### config.mk
export PLATFORM = sky130hd
export DESIGN_NAME = fir_requant_fifo
export DESIGN_NICKNAME = d
export VERILOG_FILES = /design/src/rtl/fir_pkg.sv /design/src/rtl/fir_sync_fifo.sv /design/src/rtl/fir_requant_fifo.sv
export SDC_FILE = /design/constraint.sdc
export NUM_CORES = 1
export LEC_CHECK = 0
export BUFFER_PORTS_ARGS = -buffer_cell sky130_fd_sc_hd__buf_4
export CORE_MARGIN = 5
export CORE_UTILIZATION = 34
export DETAILED_ROUTE_END_ITERATION = 10
export GPL_TIMING_DRIVEN = 0
export PLACE_DENSITY_LB_ADDON = 0.12
export SLEW_MARGIN = 20
export SYNTH_ARGS = -nofsm -noshare
export SYNTH_HDL_FRONTEND = slang
export SYNTH_HIERARCHICAL = 1
export SYNTH_SLANG_ARGS = --single-unit
### constraint.sdc
create_clock -name clock -period 3.3 [get_ports clock]
set_input_delay 0.66 -clock clock [delete_from_list [all_inputs] [get_ports clock]]
set_output_delay 0.66 -clock clock [all_outputs]
set_load 0.05 [all_outputs]
### src/rtl/fir_pkg.sv
// rtl/fir_pkg.sv - shared widths and helpers for the FIR requantiser path
// Purpose: sample widths used by the FIR, the requantiser/FIFO block and benches.
// Ports: none (package).
package fir_pkg;
  localparam int FIR_X_W = 8;            // FIR input sample width
  localparam int FIR_Y_W = 19;           // FIR accumulator output width (unsigned)
  localparam int OUT_W   = 8;            // requantised output width
  localparam int ACC_W   = FIR_Y_W + 1;  // rounding sum width, keeps the carry

  // Clip an unsigned rounded value to the OUT_W range.
  function automatic logic [OUT_W-1:0] sat_out(input logic [ACC_W-1:0] z);
    if (z > ACC_W'({OUT_W{1'b1}})) begin
      return {OUT_W{1'b1}};
    end
    return z[OUT_W-1:0];
  endfunction
endpackage

### src/rtl/fir_sync_fifo.sv
// rtl/fir_sync_fifo.sv - synchronous FIFO with registered head output
// Purpose: power-of-two depth FIFO; dout is a register that shows the head
//          entry and holds the last shown value when the FIFO drains.
// Ports: clk, rst (async, active-high); wr_en/din write side; rd_en/dout read
//        side; level occupancy 0..DEPTH; full/empty status.
module fir_sync_fifo #(
  parameter int WIDTH = 8,
  parameter int DEPTH = 4
) (
  input  logic                       clk,
  input  logic                       rst,
  input  logic                       wr_en,
  input  logic [WIDTH-1:0]           din,
  input  logic                       rd_en,
  output logic [WIDTH-1:0]           dout,
  output logic [$clog2(DEPTH+1)-1:0] level,
  output logic                       full,
  output logic                       empty
);
  localparam int PW = $clog2(DEPTH);
  localparam int LW = $clog2(DEPTH+1);

  logic [WIDTH-1:0] mem_q [DEPTH];
  logic [PW-1:0]    wr_ptr_q, wr_ptr_d, rd_ptr_q, rd_ptr_d;
  logic [LW-1:0]    level_q, level_d;
  logic [WIDTH-1:0] dout_q, dout_d;
  logic             rd_ok, wr_ok;

  assign empty = (level_q == '0);
  assign full  = (level_q == LW'(DEPTH));
  assign rd_ok = rd_en & ~empty;
  // A full FIFO still accepts a write when the head leaves on the same edge.
  assign wr_ok = wr_en & (~full | rd_ok);

  always_comb begin
    wr_ptr_d = wr_ok ? wr_ptr_q + PW'(1) : wr_ptr_q;
    rd_ptr_d = rd_ok ? rd_ptr_q + PW'(1) : rd_ptr_q;
    level_d  = level_q;
    if (wr_ok && !rd_ok) begin
      level_d = level_q + LW'(1);
    end else if (rd_ok && !wr_ok) begin
      level_d = level_q - LW'(1);
    end
    // Next head: the incoming word when it becomes the only entry, otherwise
    // the entry behind the popped one; an emptied FIFO keeps the old value.
    dout_d = dout_q;
    if (empty) begin
      if (wr_ok) dout_d = din;
    end else if (rd_ok) begin
      if (level_q == LW'(1)) begin
        if (wr_ok) dout_d = din;
      end else begin
        dout_d = mem_q[rd_ptr_d];
      end
    end
  end

  always_ff @(posedge clk or posedge rst) begin
    if (rst) begin
      wr_ptr_q <= '0;
      rd_ptr_q <= '0;
      level_q  <= '0;
      dout_q   <= '0;
    end else begin
      wr_ptr_q <= wr_ptr_d;
      rd_ptr_q <= rd_ptr_d;
      level_q  <= level_d;
      dout_q   <= dout_d;
    end
  end

  always_ff @(posedge clk) begin
    if (wr_ok) mem_q[wr_ptr_q] <= din;
  end

  assign dout  = dout_q;
  assign level = level_q;
endmodule

### src/rtl/fir_requant_fifo.sv
// rtl/fir_requant_fifo.sv - round, shift and saturate FIR results into a FIFO
// Purpose: stage 1 registers the rounded, shifted FIR result; stage 2 clips it
//          to 8 bits and writes it to the output FIFO, tracking drops and
//          saturations in sticky/counting flags.
// Ports: clock, reset (async, active-high); valid_in/y FIR side (no
//        backpressure); m_data/m_valid/m_ready consumer side; clr_flags,
//        overflow, sat_count status; level FIFO occupancy.
module fir_requant_fifo
  import fir_pkg::*;
#(
  parameter int SHIFT = 11,
  parameter int DEPTH = 4
) (
  input  logic                       clock,
  input  logic                       reset,
  input  logic                       valid_in,
  input  logic [FIR_Y_W-1:0]         y,
  output logic [OUT_W-1:0]           m_data,
  output logic                       m_valid,
  input  logic                       m_ready,
  input  logic                       clr_flags,
  output logic                       overflow,
  output logic [7:0]                 sat_count,
  output logic [$clog2(DEPTH+1)-1:0] level
);
  localparam logic [ACC_W-1:0] RND = ACC_W'(1) << (SHIFT - 1);

  logic [ACC_W-1:0] z_d, z_q;
  logic             s1_vld_q;
  logic             sat, pop, full, empty, wr_drop, wr_acc;
  logic             overflow_q, overflow_d;
  logic [7:0]       sat_count_q, sat_count_d;

  // One extra bit so the rounding add cannot lose its carry.
  assign z_d = (ACC_W'(y) + RND) >> SHIFT;

  always_ff @(posedge clock or posedge reset) begin
    if (reset) begin
      s1_vld_q <= 1'b0;
      z_q      <= '0;
    end else begin
      s1_vld_q <= valid_in;
      if (valid_in) z_q <= z_d;
    end
  end

  assign sat     = (z_q > ACC_W'({OUT_W{1'b1}}));
  assign pop     = m_valid & m_ready;
  assign wr_drop = s1_vld_q & full & ~pop;
  assign wr_acc  = s1_vld_q & ~wr_drop;

  fir_sync_fifo #(
    .WIDTH(OUT_W),
    .DEPTH(DEPTH)
  ) u_fifo (
    .clk  (clock),
    .rst  (reset),
    .wr_en(s1_vld_q),
    .din  (sat_out(z_q)),
    .rd_en(pop),
    .dout (m_data),
    .level(level),
    .full (full),
    .empty(empty)
  );

  assign m_valid = ~empty;

  // clr_flags wins over a same-edge drop or saturation; that event is lost.
  always_comb begin
    overflow_d  = overflow_q;
    sat_count_d = sat_count_q;
    if (clr_flags) begin
      overflow_d  = 1'b0;
      sat_count_d = '0;
    end else begin
      if (wr_drop) overflow_d = 1'b1;
      if (wr_acc && sat && sat_count_q != 8'hFF) sat_count_d = sat_count_q + 8'd1;
    end
  end

  always_ff @(posedge clock or posedge reset) begin
    if (reset) begin
      overflow_q  <= 1'b0;
      sat_count_q <= '0;
    end else begin
      overflow_q  <= overflow_d;
      sat_count_q <= sat_count_d;
    end
  end

  assign overflow  = overflow_q;
  assign sat_count = sat_count_q;
endmodule

==> results of run 1 <==
## cell families after synthesis
| kind of cell | synth area share (%) |
|---|---|
| compound gates | 12.2 |
| xor+xnor | 3.38 |
| fa+ha+maj | 4.09 |
| buf+inv | 3.57 |
| flops | 53.8 |
| mux | 10.4 |
| simple gates | 12.5 |
## worst paths after layout
| kind | to | slack, ps | cells past startpoint |
|---|---|---|---|
| worst max-delay path | u_fifo/dout[0] | 880 | 11 |
| worst min-delay path | s1_vld_q | 440 | 1 |
| worst max register to register | u_fifo/dout[0] | 880 | 11 |
| worst min register to register | z_q[0] | 480 | 1 |
| max in group asynchronous | z_q[2] | 2380 | 2 |
| min in group asynchronous | u_fifo/dout[4] | 450 | 2 |
## sequential cells by signal (all words and copies together), names as in the netlist
name and flops:
u_fifo/dout 8, u_fifo/rd_ptr_q 2, u_fifo/wr_ptr_q 2, u_fifo/mem_q 32
u_fifo/level 3, s1_vld_q 1, overflow 1, z_q 9
sat_count 8
## metal layers
layer | wire (um) | GRT usage, %
met1 | 3390 | 17.3
met2 | 3500 | 21.4
met3 | 264 | 3.05
met4 | 136 | 5.79
met5 | 0 | 0
## layout by cell type, fill, tap and decap left out, drive strengths merged, types with 11 or more instances in the layout
cell type / netlist / routed
a21oi: 13 / 13
nand2: 13 / 13
mux2i: 16 / 16
nor2: 21 / 21
buf: 3 / 37
dfrtp: 34 / 34
edfxtp: 32 / 32
clkbuf: 8 / 19
ha: 11 / 11
inv: 13 / 13
## worst register-to-register path, cell delays in order (launching register included)
cell and delay (ps):
sky130_fd_sc_hd__dfrtp_1 440, sky130_fd_sc_hd__inv_1 90, sky130_fd_sc_hd__ha_1 280, sky130_fd_sc_hd__nand2b_4 100, sky130_fd_sc_hd__inv_1 60, sky130_fd_sc_hd__nand2b_4 170, sky130_fd_sc_hd__inv_2 110, sky130_fd_sc_hd__a21oi_1 70
sky130_fd_sc_hd__or3b_2 430, sky130_fd_sc_hd__clkbuf_1 270, sky130_fd_sc_hd__o22ai_1 240, sky130_fd_sc_hd__a211oi_2 50
## stage by stage
stage	utilization (%)	std cells	hold WS [ps]	power [mW]	worst slack (ps)
final	41.2	457	437	3.37	880
after global routing	41.2	457	418	3.59	709
after CTS	41.2	457	422	3.42	860
after detailed placement	38.9	441	475	2.66	883
after global placement	38.9	441	462	2.65	883
after floorplan	-	274	449	2.28	800
## cells in the mapped netlist, types with 2 or more instances
cell	count	area, um2
sky130_fd_sc_hd__a211oi_1	2	15.0
sky130_fd_sc_hd__a211oi_2	7	87.6
sky130_fd_sc_hd__a21oi_1	13	65.1
sky130_fd_sc_hd__a22o_1	7	61.3
sky130_fd_sc_hd__a31oi_1	5	31.3
sky130_fd_sc_hd__and2_1	5	31.3
sky130_fd_sc_hd__and3_1	3	18.8
sky130_fd_sc_hd__clkbuf_1	7	26.3
sky130_fd_sc_hd__dfrtp_1	34	851
sky130_fd_sc_hd__edfxtp_1	32	961
sky130_fd_sc_hd__ha_1	11	138
sky130_fd_sc_hd__inv_1	10	37.5
sky130_fd_sc_hd__inv_2	2	7.51
sky130_fd_sc_hd__mux2_1	2	22.5
sky130_fd_sc_hd__mux2i_1	16	160
sky130_fd_sc_hd__mux4_2	7	158
sky130_fd_sc_hd__nand2_1	13	48.8
sky130_fd_sc_hd__nand2b_1	2	12.5
sky130_fd_sc_hd__nand2b_4	2	27.5
sky130_fd_sc_hd__nand3_1	7	35.0
sky130_fd_sc_hd__nand4_1	3	18.8
sky130_fd_sc_hd__nor2_1	21	78.8
sky130_fd_sc_hd__nor2b_1	2	12.5
sky130_fd_sc_hd__o21a_1	2	15.0
sky130_fd_sc_hd__o21ai_0	6	30.0
sky130_fd_sc_hd__o21bai_1	2	15.0
sky130_fd_sc_hd__o22ai_1	8	50.1
sky130_fd_sc_hd__or2_2	8	50.1
sky130_fd_sc_hd__xnor2_1	8	70.1
sky130_fd_sc_hd__xor2_1	5	43.8
## layout make-up
| class | instances | area [um2] |
|---|---|---|
| Multi-Input combinational cell | 184 | 1430 |
| Clock buffer | 11 | 141 |
| Fill cell | 971 | 5720 |
| Buffer | 11 | 63.8 |
| Inverter | 13 | 56.3 |
| Clock inverter | 5 | 77.6 |
| Timing Repair Buffer | 34 | 255 |
| Sequential cell | 66 | 1810 |
| Tap cell | 133 | 166 |
## where the power goes
| group | leakage [nW] | switching [mW] | internal (mW) |
|---|---|---|---|
| Combinational | 0.820 | 0.869 | 0.573 |
| Sequential | 0.699 | 0.114 | 1.07 |
| Clock | 0.109 | 0.302 | 0.444 |
==> impl_summary.log, run 1 <==
INFO  metric overflow = 0
INFO  metric ctsHtreeMaxLevel = 3
INFO  metric start_util = 34.6%
INFO  metric post-route-drc-count = 0
INFO  metric final_cycle_share = 73.3%
INFO  metric placeableCoreArea = 9730 um2
INFO  metric routed_via_density = 4.93
INFO  metric ant_nets = 0
INFO  metric cp_slowest_stage_delay = 440 ps
INFO  metric gp_routability_congestion = 0.745
INFO  metric timing.critical_path.cells = inv_1 > ha_1 > nand2b_4 > inv_1 > nand2b_4 > inv_2 > a21oi_1 > or3b_2 > clkbuf_1 > o22ai_1 > a211oi_2
INFO  metric irDropWorstVdd = 290 uV
INFO  metric floorplan.die_area = 12000 um2
INFO  metric grt_max_degree = 20
INFO  metric finalNetCount = 354
INFO  metric portBuffers = 34
INFO  metric rsz0062_at_grt = no
INFO  metric fin_hold_viols = 0
INFO  metric maxSlewHeadroom = 50.9%
INFO  metric worstSkewPairLatency = 340 ps
INFO  metric endpoint_type_of_the_worst_setup_path = flop
INFO  metric grt_pass1_wl = 12.0 mm
INFO  metric drt_iter0_markers = 83
INFO  metric crit_arrival = 2640 ps
INFO  metric p_leak = 1.63 nW
INFO  metric final_cell_area = 4010 um2
INFO  metric first_global_vias = 2348
INFO  metric clock-skew-final = 6.41 ps
INFO  metric report.final.setup_viol = 0
INFO  metric synth_nets = 309
INFO  metric synth_edf_count = 32
INFO  metric tritoncts_clock_tree = done
INFO  metric cts.path.max_buffers = 2
INFO  metric routed_wirelength = 7.29 mm
INFO  metric ys_types = 52
INFO  metric dp_hpwl = 5.14 mm
INFO  metric postCtsHoldBufs = 0
INFO  metric worstHoldStart = valid_in
INFO  metric area_growth_syn_to_layout = 19.0%
INFO  metric worst_path_buffer_plus_inverter_count = 4
INFO  metric critical-path-top-delay-family = simple AND/OR/NAND/NOR gates
INFO  metric drt_pre_antenna_iters = 4
INFO  metric ys_dominant_reg_cell = sky130_fd_sc_hd__dfrtp_1
INFO  metric cts.sinks = 66
INFO  metric criticalPathCategory = reg -> reg
INFO  metric timing.rr.start = u_fifo/level[0]
INFO  metric antenna_violations_before_repair = 0
INFO  metric routedWlPerCell = 16.0 um
INFO  metric slew_viols_final = 0
INFO  metric insertedDiodeCount = 0
INFO  metric synth_cells = 274
INFO  metric row_count = 36
INFO  metric ys_ff_latch = 66
INFO  metric outcome = finished, final reports clean
INFO  metric max_slew.worst_pin.slew = 736 ps
INFO  metric clockRootBuffer = sky130_fd_sc_hd__clkbuf_8
INFO  metric cap_viol_max_count = 0
INFO  metric critical_path.slowest_cell = sky130_fd_sc_hd__dfrtp_1
INFO  metric cts-buffers-inserted = 9
INFO  metric post_cts_resize_count = 0
INFO  metric number_of_setup_buffers_added_after_cts = 0
INFO  metric synthArstFlopShare = 51.5%
INFO  metric die_width = 109 um
INFO  metric post_synth.cell_area_avg = 12.3 um2
INFO  metric post_synth_instance_area = 3370 um2
INFO  metric element_type_at_the_critical_path_start = flop
INFO  metric place_area = 3790 um2
INFO  metric drive_gt1_share = 25.9%
INFO  metric ys.warnings.count = 6
INFO  metric timing.setup.tns = 0 ps
INFO  metric worst_hold_path_type = in -> reg
INFO  metric grtUsageTotal = 13.4%
INFO  metric sequential_area_share_after_synthesis = 53.8%
INFO  metric power.density_cell_area = 842 nW/um2
INFO  metric clk_pin_slew_worst_paths = 70 ps
INFO  metric clock.fmax = 413 MHz
INFO  metric critical_path.max_fanout = 8
INFO  metric setup.worst_path.start = u_fifo/level[0]
INFO  metric die_y = 109 um
INFO  metric final.min_clock_period = 2420 ps
INFO  metric floorplan.io_pins = 45
INFO  metric count_of_vias_placed_by_the_detailed_router = 2251
INFO  metric timing.critical_path.required = 3520 ps
Power figures use the tool's default switching activity.
==> run 2: changes to the inputs <==
Settings changed: ABC_AREA set to 1.
Clock period 3.3 ns to 2.42 ns, I/O delays scaled along.
==> impl_summary.log, run 2 <==
INFO  metric internal_power = 2.69 mW
INFO  metric timing.rr.start = u_fifo/level[0]
INFO  metric synth_cells = 407
INFO  metric synthMostInstantiatedCell = sky130_fd_sc_hd__nand2_1
INFO  metric clock.fmax = 422 MHz
INFO  metric routedWlPerCell = 12.5 um
INFO  metric setup.worst_path.start = u_fifo/level[0]
INFO  metric multi_input_area = 1440 um2
INFO  metric power.density_cell_area = 1140 nW/um2
INFO  metric ant_nets = 0
INFO  metric grtUsageTotal = 12.7%
INFO  metric cts.path.max_buffers = 2
INFO  metric worst_hold_path_type = in -> async
INFO  metric endpoint_type_of_the_worst_setup_path = flop
INFO  metric floorplan.die_area = 12400 um2
INFO  metric fin_hold_viols = 0
INFO  metric drt_pre_antenna_iters = 4
INFO  metric gp_routability_congestion = 0.816
INFO  metric synth_largest_type_area_fraction = 27.5%
INFO  metric grtUsageMet1 = 17.5%
INFO  metric clockRootBuffer = sky130_fd_sc_hd__clkbuf_8
INFO  metric post-route-util = 40.8%
INFO  metric register_area = 1810 um2
INFO  metric synthArstFlopShare = 51.5%
INFO  metric die_width = 111 um
INFO  metric cts-buffers-inserted = 9
INFO  metric start_util = 34.3%
INFO  metric max_slew.worst_pin.slew = 728 ps
INFO  metric largest_reg_flops = 32
INFO  metric ctsHtreeMaxLevel = 3
INFO  metric final.min_clock_period = 2370 ps
INFO  metric irDropWorstVdd = 568 uV
INFO  metric post-route-drc-count = 0
INFO  metric element_type_at_the_critical_path_start = flop
INFO  metric floorplan.io_pins = 45
INFO  metric slew_viols_final = 0
INFO  metric row_count = 37
INFO  metric ys_dominant_reg_cell = sky130_fd_sc_hd__dfrtp_1
INFO  metric layout_commonest_cell = sky130_fd_sc_hd__nand2_1
INFO  metric fin_total_pwr = 4.75 mW
INFO  metric rsz0062_at_grt = yes
INFO  metric worstSkewPairLatency = 330 ps
INFO  metric final_cycle_share = 97.9%
INFO  metric cap_viol_max_count = 0
INFO  metric layout_common_cells = sky130_fd_sc_hd__nand2_1 (120), sky130_fd_sc_hd__inv_1 (57), sky130_fd_sc_hd__nand3_1 (49)
INFO  metric drive_gt1_share = 20.4%
INFO  metric p_sw_share = 43.4%
INFO  metric dp_hpwl = 5.54 mm
INFO  metric total_switching_power = 2.06 mW
INFO  metric whs = 218 ps
INFO  metric share_comb_of_total_power = 47.2%
INFO  metric met2_use_gr = 19.9%
INFO  metric post_cts_resize_count = 0
INFO  metric clock-skew-final = 8.56 ps
INFO  metric maxSlewHeadroom = 51.4%
INFO  metric placeableCoreArea = 10200 um2
INFO  metric p_leak = 2.03 nW
INFO  metric first_global_vias = 2588
INFO  metric antenna_violations_before_repair = 0
INFO  metric crit_arrival = 2590 ps
INFO  metric insertedDiodeCount = 0
INFO  metric critical_path.max_fanout = 10
INFO  metric routed_via_density = 4.44
INFO  metric final.fill_count = 1059
INFO  metric synth_top_cells_by_area = sky130_fd_sc_hd__edfxtp_1 (27%), sky130_fd_sc_hd__dfrtp_1 (24%), sky130_fd_sc_hd__nand2_1 (13%)
INFO  metric ys_ff_latch = 66
INFO  metric clk_pin_slew_worst_paths = 70 ps
INFO  metric ys_types = 30
INFO  metric timing.setup.tns = 0 ps
INFO  metric criticalPathCategory = reg -> reg
INFO  metric post_synth.cell_area_avg = 8.59 um2
INFO  metric routed_wirelength = 7.41 mm
INFO  metric report.final.setup_viol = 0
INFO  metric ys.warnings.count = 6
INFO  metric outcome = finished, final reports clean
INFO  metric tritoncts_clock_tree = done
INFO  metric timing.critical_path.required = 2640 ps
INFO  metric postCtsHoldBufs = 0
INFO  metric grt_max_degree = 20
INFO  metric die_y = 111 um
INFO  metric synth_commonest_cells = sky130_fd_sc_hd__nand2_1 (121), sky130_fd_sc_hd__inv_1 (61), sky130_fd_sc_hd__nand3_1 (49)
INFO  metric count_of_vias_placed_by_the_detailed_router = 2627
INFO  metric clock_power_share = 18.6%
INFO  metric portBuffers = 33
INFO  metric finalNetCount = 486
INFO  metric regMostFlops = u_fifo/mem_q
INFO  metric grt_util_met3 = 2.61%
INFO  metric post_synth_instance_area = 3490 um2
INFO  metric drt_iter0_markers = 104
INFO  metric seq_power_share = 34.2%
INFO  metric area_growth_syn_to_layout = 18.9%
INFO  metric cts.sinks = 66
INFO  metric synth_edf_count = 32
INFO  metric grt.busiest_layer = met2
INFO  metric number_of_setup_buffers_added_after_cts = 0
INFO  metric synth_nets = 442
INFO  metric sequential_area_share_after_synthesis = 51.8%
INFO  metric largestRegisters = u_fifo/mem_q x32, z_q x9
INFO  metric grt_pass1_wl = 12.8 mm
INFO  metric overflow = 0
INFO  metric synth_largest_area_cell = sky130_fd_sc_hd__edfxtp_1
## run 2: cell types whose count changed in the layout (fill, tap and decap cells not counted), sizes merged, moves of 6 or more
cell	change
mux2i	-16
nand2	+117
xnor2	-6
a22o	-7
a211oi	-9
mux4	-7
clkbuf	-8
and2	-6
o22ai	-6
inv	+51
nand3	+43
## run 2: worst paths after layout
kind	end	slack, ps	cells past startpoint
worst min-delay path	u_fifo/rd_ptr_q[1]	220	2
max in group asynchronous	z_q[3]	1670	2
worst min register to register	z_q[6]	470	2
worst max register to register	u_fifo/level[2]	50	15
worst max-delay path	u_fifo/level[2]	50	15
min in group clock	s1_vld_q	310	1
## run 2: kinds of logic (layout without fill, tap and decap cells)
logic type                 after synthesis  in the layout  synth area share [%]
xor gates and xnor gates                 7              7                  1.75
AOI/OAI and AO/OA                       29             29                  4.40
and+or+nand+nor                        221            221                  29.5
adders and majority gates               11             11                  3.94
DFF                                     66             66                  51.8
buffers and inverters                   73            122                  8.52
## run 2: area by class of cell
cell class / count / area share (%)
sequential: 66 / 43.7
multi-input combinational: 268 / 34.6
timing repair buffer: 33 / 5.96
inverter: 64 / 5.84
tap: 136 / 4.10
clock buffer: 10 / 3.07
clock inverter: 6 / 1.39
buffer: 9 / 1.39
## run 2: critical path, cell delays in order, from the launching register on
cell	delay [ps]
sky130_fd_sc_hd__dfrtp_2	450
sky130_fd_sc_hd__inv_2	90
sky130_fd_sc_hd__ha_4	160
sky130_fd_sc_hd__inv_1	70
sky130_fd_sc_hd__nor2_4	130
sky130_fd_sc_hd__inv_4	40
sky130_fd_sc_hd__nand2_2	80
sky130_fd_sc_hd__inv_2	90
sky130_fd_sc_hd__o21ai_4	240
sky130_fd_sc_hd__inv_1	80
sky130_fd_sc_hd__buf_4	180
sky130_fd_sc_hd__ha_4	230
sky130_fd_sc_hd__nor2_1	110
sky130_fd_sc_hd__o21ai_0	120
sky130_fd_sc_hd__xor2_1	150
sky130_fd_sc_hd__inv_1	50
## run 2: power by group through the flow
stage,Combinational (mW),Sequential [mW],Clock (mW)
2_1_floorplan,1.37,1.95,0
3_3_place_gp,2.21,1.64,0
3_5_place_dp,2.24,1.65,0
4_1_cts,2.25,1.62,0.916
5_1_grt,2.53,1.66,0.975
6_report,2.24,1.62,0.881
## run 2: through the flow
step	instances	cell area, um2	worst slack, ps
after floorplan	407	3540	51.0
after global placement	576	3960	57.3
after detailed placement	576	3960	35.0
after CTS	592	4140	20.1
after global routing	592	4160	-162
final	592	4160	52.0
## run 2: metal layers
layer	wire length, um	share of wire [%]
met5	0	0
met4	114	1.5
met3	331	4.5
met2	3440	46
met1	3530	48
==> run 3: changes to the inputs <==
Settings changed: ABC_CLOCK_PERIOD_IN_PS set to 2420, BUFFER_PORTS_ARGS -buffer_cell sky130_fd_sc_hd__buf_4 to unset, CORE_UTILIZATION 34 to 60, DONT_BUFFER_PORTS set to 1.
==> impl_summary.log, run 3 (synthesis gave the netlist of run 2 again) <==
INFO  metric report.final.setup_viol = 0
INFO  metric finalNetCount = 462
INFO  metric crit-reg2reg-capture = u_fifo/level[2]
INFO  metric clockRootBuffer = sky130_fd_sc_hd__clkbuf_8
INFO  metric final_cycle_share = 99.7%
INFO  metric grt_max_degree = 20
INFO  metric drive_gt1_share = 16.7%
INFO  metric area_growth_syn_to_layout = 13.5%
INFO  metric endpoint_type_of_the_worst_setup_path = flop
INFO  metric p_leak = 1.92 nW
INFO  metric dp_hpwl = 4.80 mm
INFO  metric layout_commonest_cell = sky130_fd_sc_hd__nand2_1
INFO  metric timing.critical_path.required = 2640 ps
INFO  metric criticalPathCategory = reg -> reg
INFO  metric layout_common_cells = sky130_fd_sc_hd__nand2_1 (120), sky130_fd_sc_hd__inv_1 (55), sky130_fd_sc_hd__nand3_1 (49)
INFO  metric final.fill_count = 431
INFO  metric element_type_at_the_critical_path_start = flop
INFO  metric power.density_cell_area = 1210 nW/um2
INFO  metric antenna_violations_before_repair = 0
INFO  metric fin_total_pwr = 4.82 mW
INFO  metric routed_wirelength = 6.80 mm
INFO  metric rsz0062_at_grt = yes
INFO  metric ctsHtreeMaxLevel = 3
INFO  metric irDropWorstVdd = 656 uV
INFO  metric setup_ws_final = 7.24 ps
INFO  metric die_width = 86.3 um
INFO  metric worst_hold_path_type = in -> async
INFO  metric clk_pin_slew_worst_paths = 70 ps
INFO  metric first_global_vias = 2628
INFO  metric worst-r2r-cell-count = 14
INFO  metric portBuffers = 0
INFO  metric largestRegisters = u_fifo/mem_q x32, z_q x9
INFO  metric ff2ff_setup_slack = 7 ps
INFO  metric placeableCoreArea = 5570 um2
INFO  metric clock.fmax = 414 MHz
INFO  metric cts.sinks = 66
INFO  metric slew_viols_final = 0
INFO  metric clock-skew-final = 6.61 ps
INFO  metric gp_routability_congestion = 0.792
INFO  metric dp_worst_setup_slack = -202 ps
INFO  metric cts-buffers-inserted = 9
INFO  metric insertedDiodeCount = 0
INFO  metric grtUsageTotal = 20.0%
INFO  metric timing.rr.start = u_fifo/level[0]
INFO  metric routed_via_density = 5.21
INFO  metric tritoncts_clock_tree = done
INFO  metric floorplan.die_area = 7450 um2
INFO  metric overflow = 0
INFO  metric row_count = 27
INFO  metric critical_path.slowest_cell = sky130_fd_sc_hd__dfrtp_4
INFO  metric cap_viol_max_count = 0
INFO  metric cts.path.max_buffers = 2
INFO  metric final.min_clock_period = 2410 ps
INFO  metric maxSlewHeadroom = 52.8%
INFO  metric regMostFlops = u_fifo/mem_q
INFO  metric critical_path.max_fanout = 7
INFO  metric ant_nets = 0
INFO  metric post-route-drc-count = 0
INFO  metric largest_reg_flops = 32
INFO  metric crit_arrival = 2630 ps
INFO  metric cp_slowest_stage_delay = 590 ps
INFO  metric floorplan.io_pins = 45
INFO  metric start_util = 62.7%
INFO  metric fin_hold_viols = 0
INFO  metric grt_pass1_wl = 11.7 mm
INFO  metric routedWlPerCell = 13.5 um
INFO  metric drt_pre_antenna_iters = 4
INFO  metric count_of_vias_placed_by_the_detailed_router = 2626
INFO  metric timing.critical_path.cells = inv_4 > ha_4 > inv_2 > nor2_4 > clkinv_4 > nand2_4 > inv_6 > o21ai_4 > clkinv_4 > ha_4 > nor2_2 > o21ai_1 > xor2_1 > inv_1
INFO  metric die_y = 86.3 um
INFO  metric worstSkewPairLatency = 330 ps
INFO  metric outcome = finished, final reports clean
INFO  metric drt_iter0_markers = 206
INFO  metric whs = 104 ps
INFO  metric postCtsHoldBufs = 0
INFO  metric max_slew.worst_pin.slew = 708 ps
## run 3: area by class of cell
cell class | instances | area, um2 | share of cell area [%]
clock inverter | 6 | 81.3 | 2.05
buffer | 8 | 50.0 | 1.26
multi-input combinational | 268 | 1470 | 37.0
inverter | 64 | 258 | 6.50
sequential | 66 | 1820 | 45.8
clock buffer | 10 | 128 | 3.22
timing repair buffer | 10 | 75.1 | 1.89
tap | 72 | 90.1 | 2.27
## run 3: critical path: cells and delay by family, from the launching register on
kind | cells | cell delay [ps]
buf+inv | 6 | 520
xor+xnor | 1 | 160
flops | 1 | 590
fa+ha+maj | 2 | 460
compound gates | 2 | 290
simple gates | 3 | 270
## run 3: how the worst max path moves through the flow
stage	startpoint	to	slack, ps	cells past startpoint
final	u_fifo/level[0]	u_fifo/level[2]	7	14
after global routing	u_fifo/level[0]	u_fifo/level[2]	-120	15
after CTS	u_fifo/level[0]	u_fifo/mem_q[2][0]	-70	10
after detailed placement	u_fifo/level[0]	u_fifo/mem_q[0][1]	-200	10
after global placement	u_fifo/level[0]	u_fifo/mem_q[0][2]	-170	10
after floorplan	u_fifo/level[0]	u_fifo/level[2]	50	15
## run 3: metrics by stage
stage / instances / utilization, % / area, um2 / setup TNS (ps)
global placement: 479 / 65.1 / 3630 / -4590
finish: 504 / 71.2 / 3970 / 0
floorplan: 407 / - / 3540 / 0
detailed placement: 479 / 65.1 / 3630 / -5760
CTS: 499 / 69.7 / 3890 / -1580
global route: 504 / 71.2 / 3970 / -118
## run 3: power by group
| group | switching, mW | internal (mW) | leakage [nW] | total [mW] |
|---|---|---|---|---|
| clock network | 0.399 | 0.573 | 0.105 | 0.972 |
| registers | 0.520 | 1.46 | 0.720 | 1.99 |
| logic | 1.15 | 0.707 | 1.09 | 1.86 |
## run 3: timing repair
action / in CTS / in global routing
setup endpoints to repair: 33 / 33
buffers inserted: 4 / 6
pin swaps: 4 / 6
gates resized for setup: 7 / 17
## run 3: metal layers
layer	track usage, %	part of all wire [%]	vias up
met1	24.8	44	1198
met2	32.7	48	71
li1	-	-	1345
met4	10.1	1.8	0
met5	0	0	-
met3	4.66	6.7	12
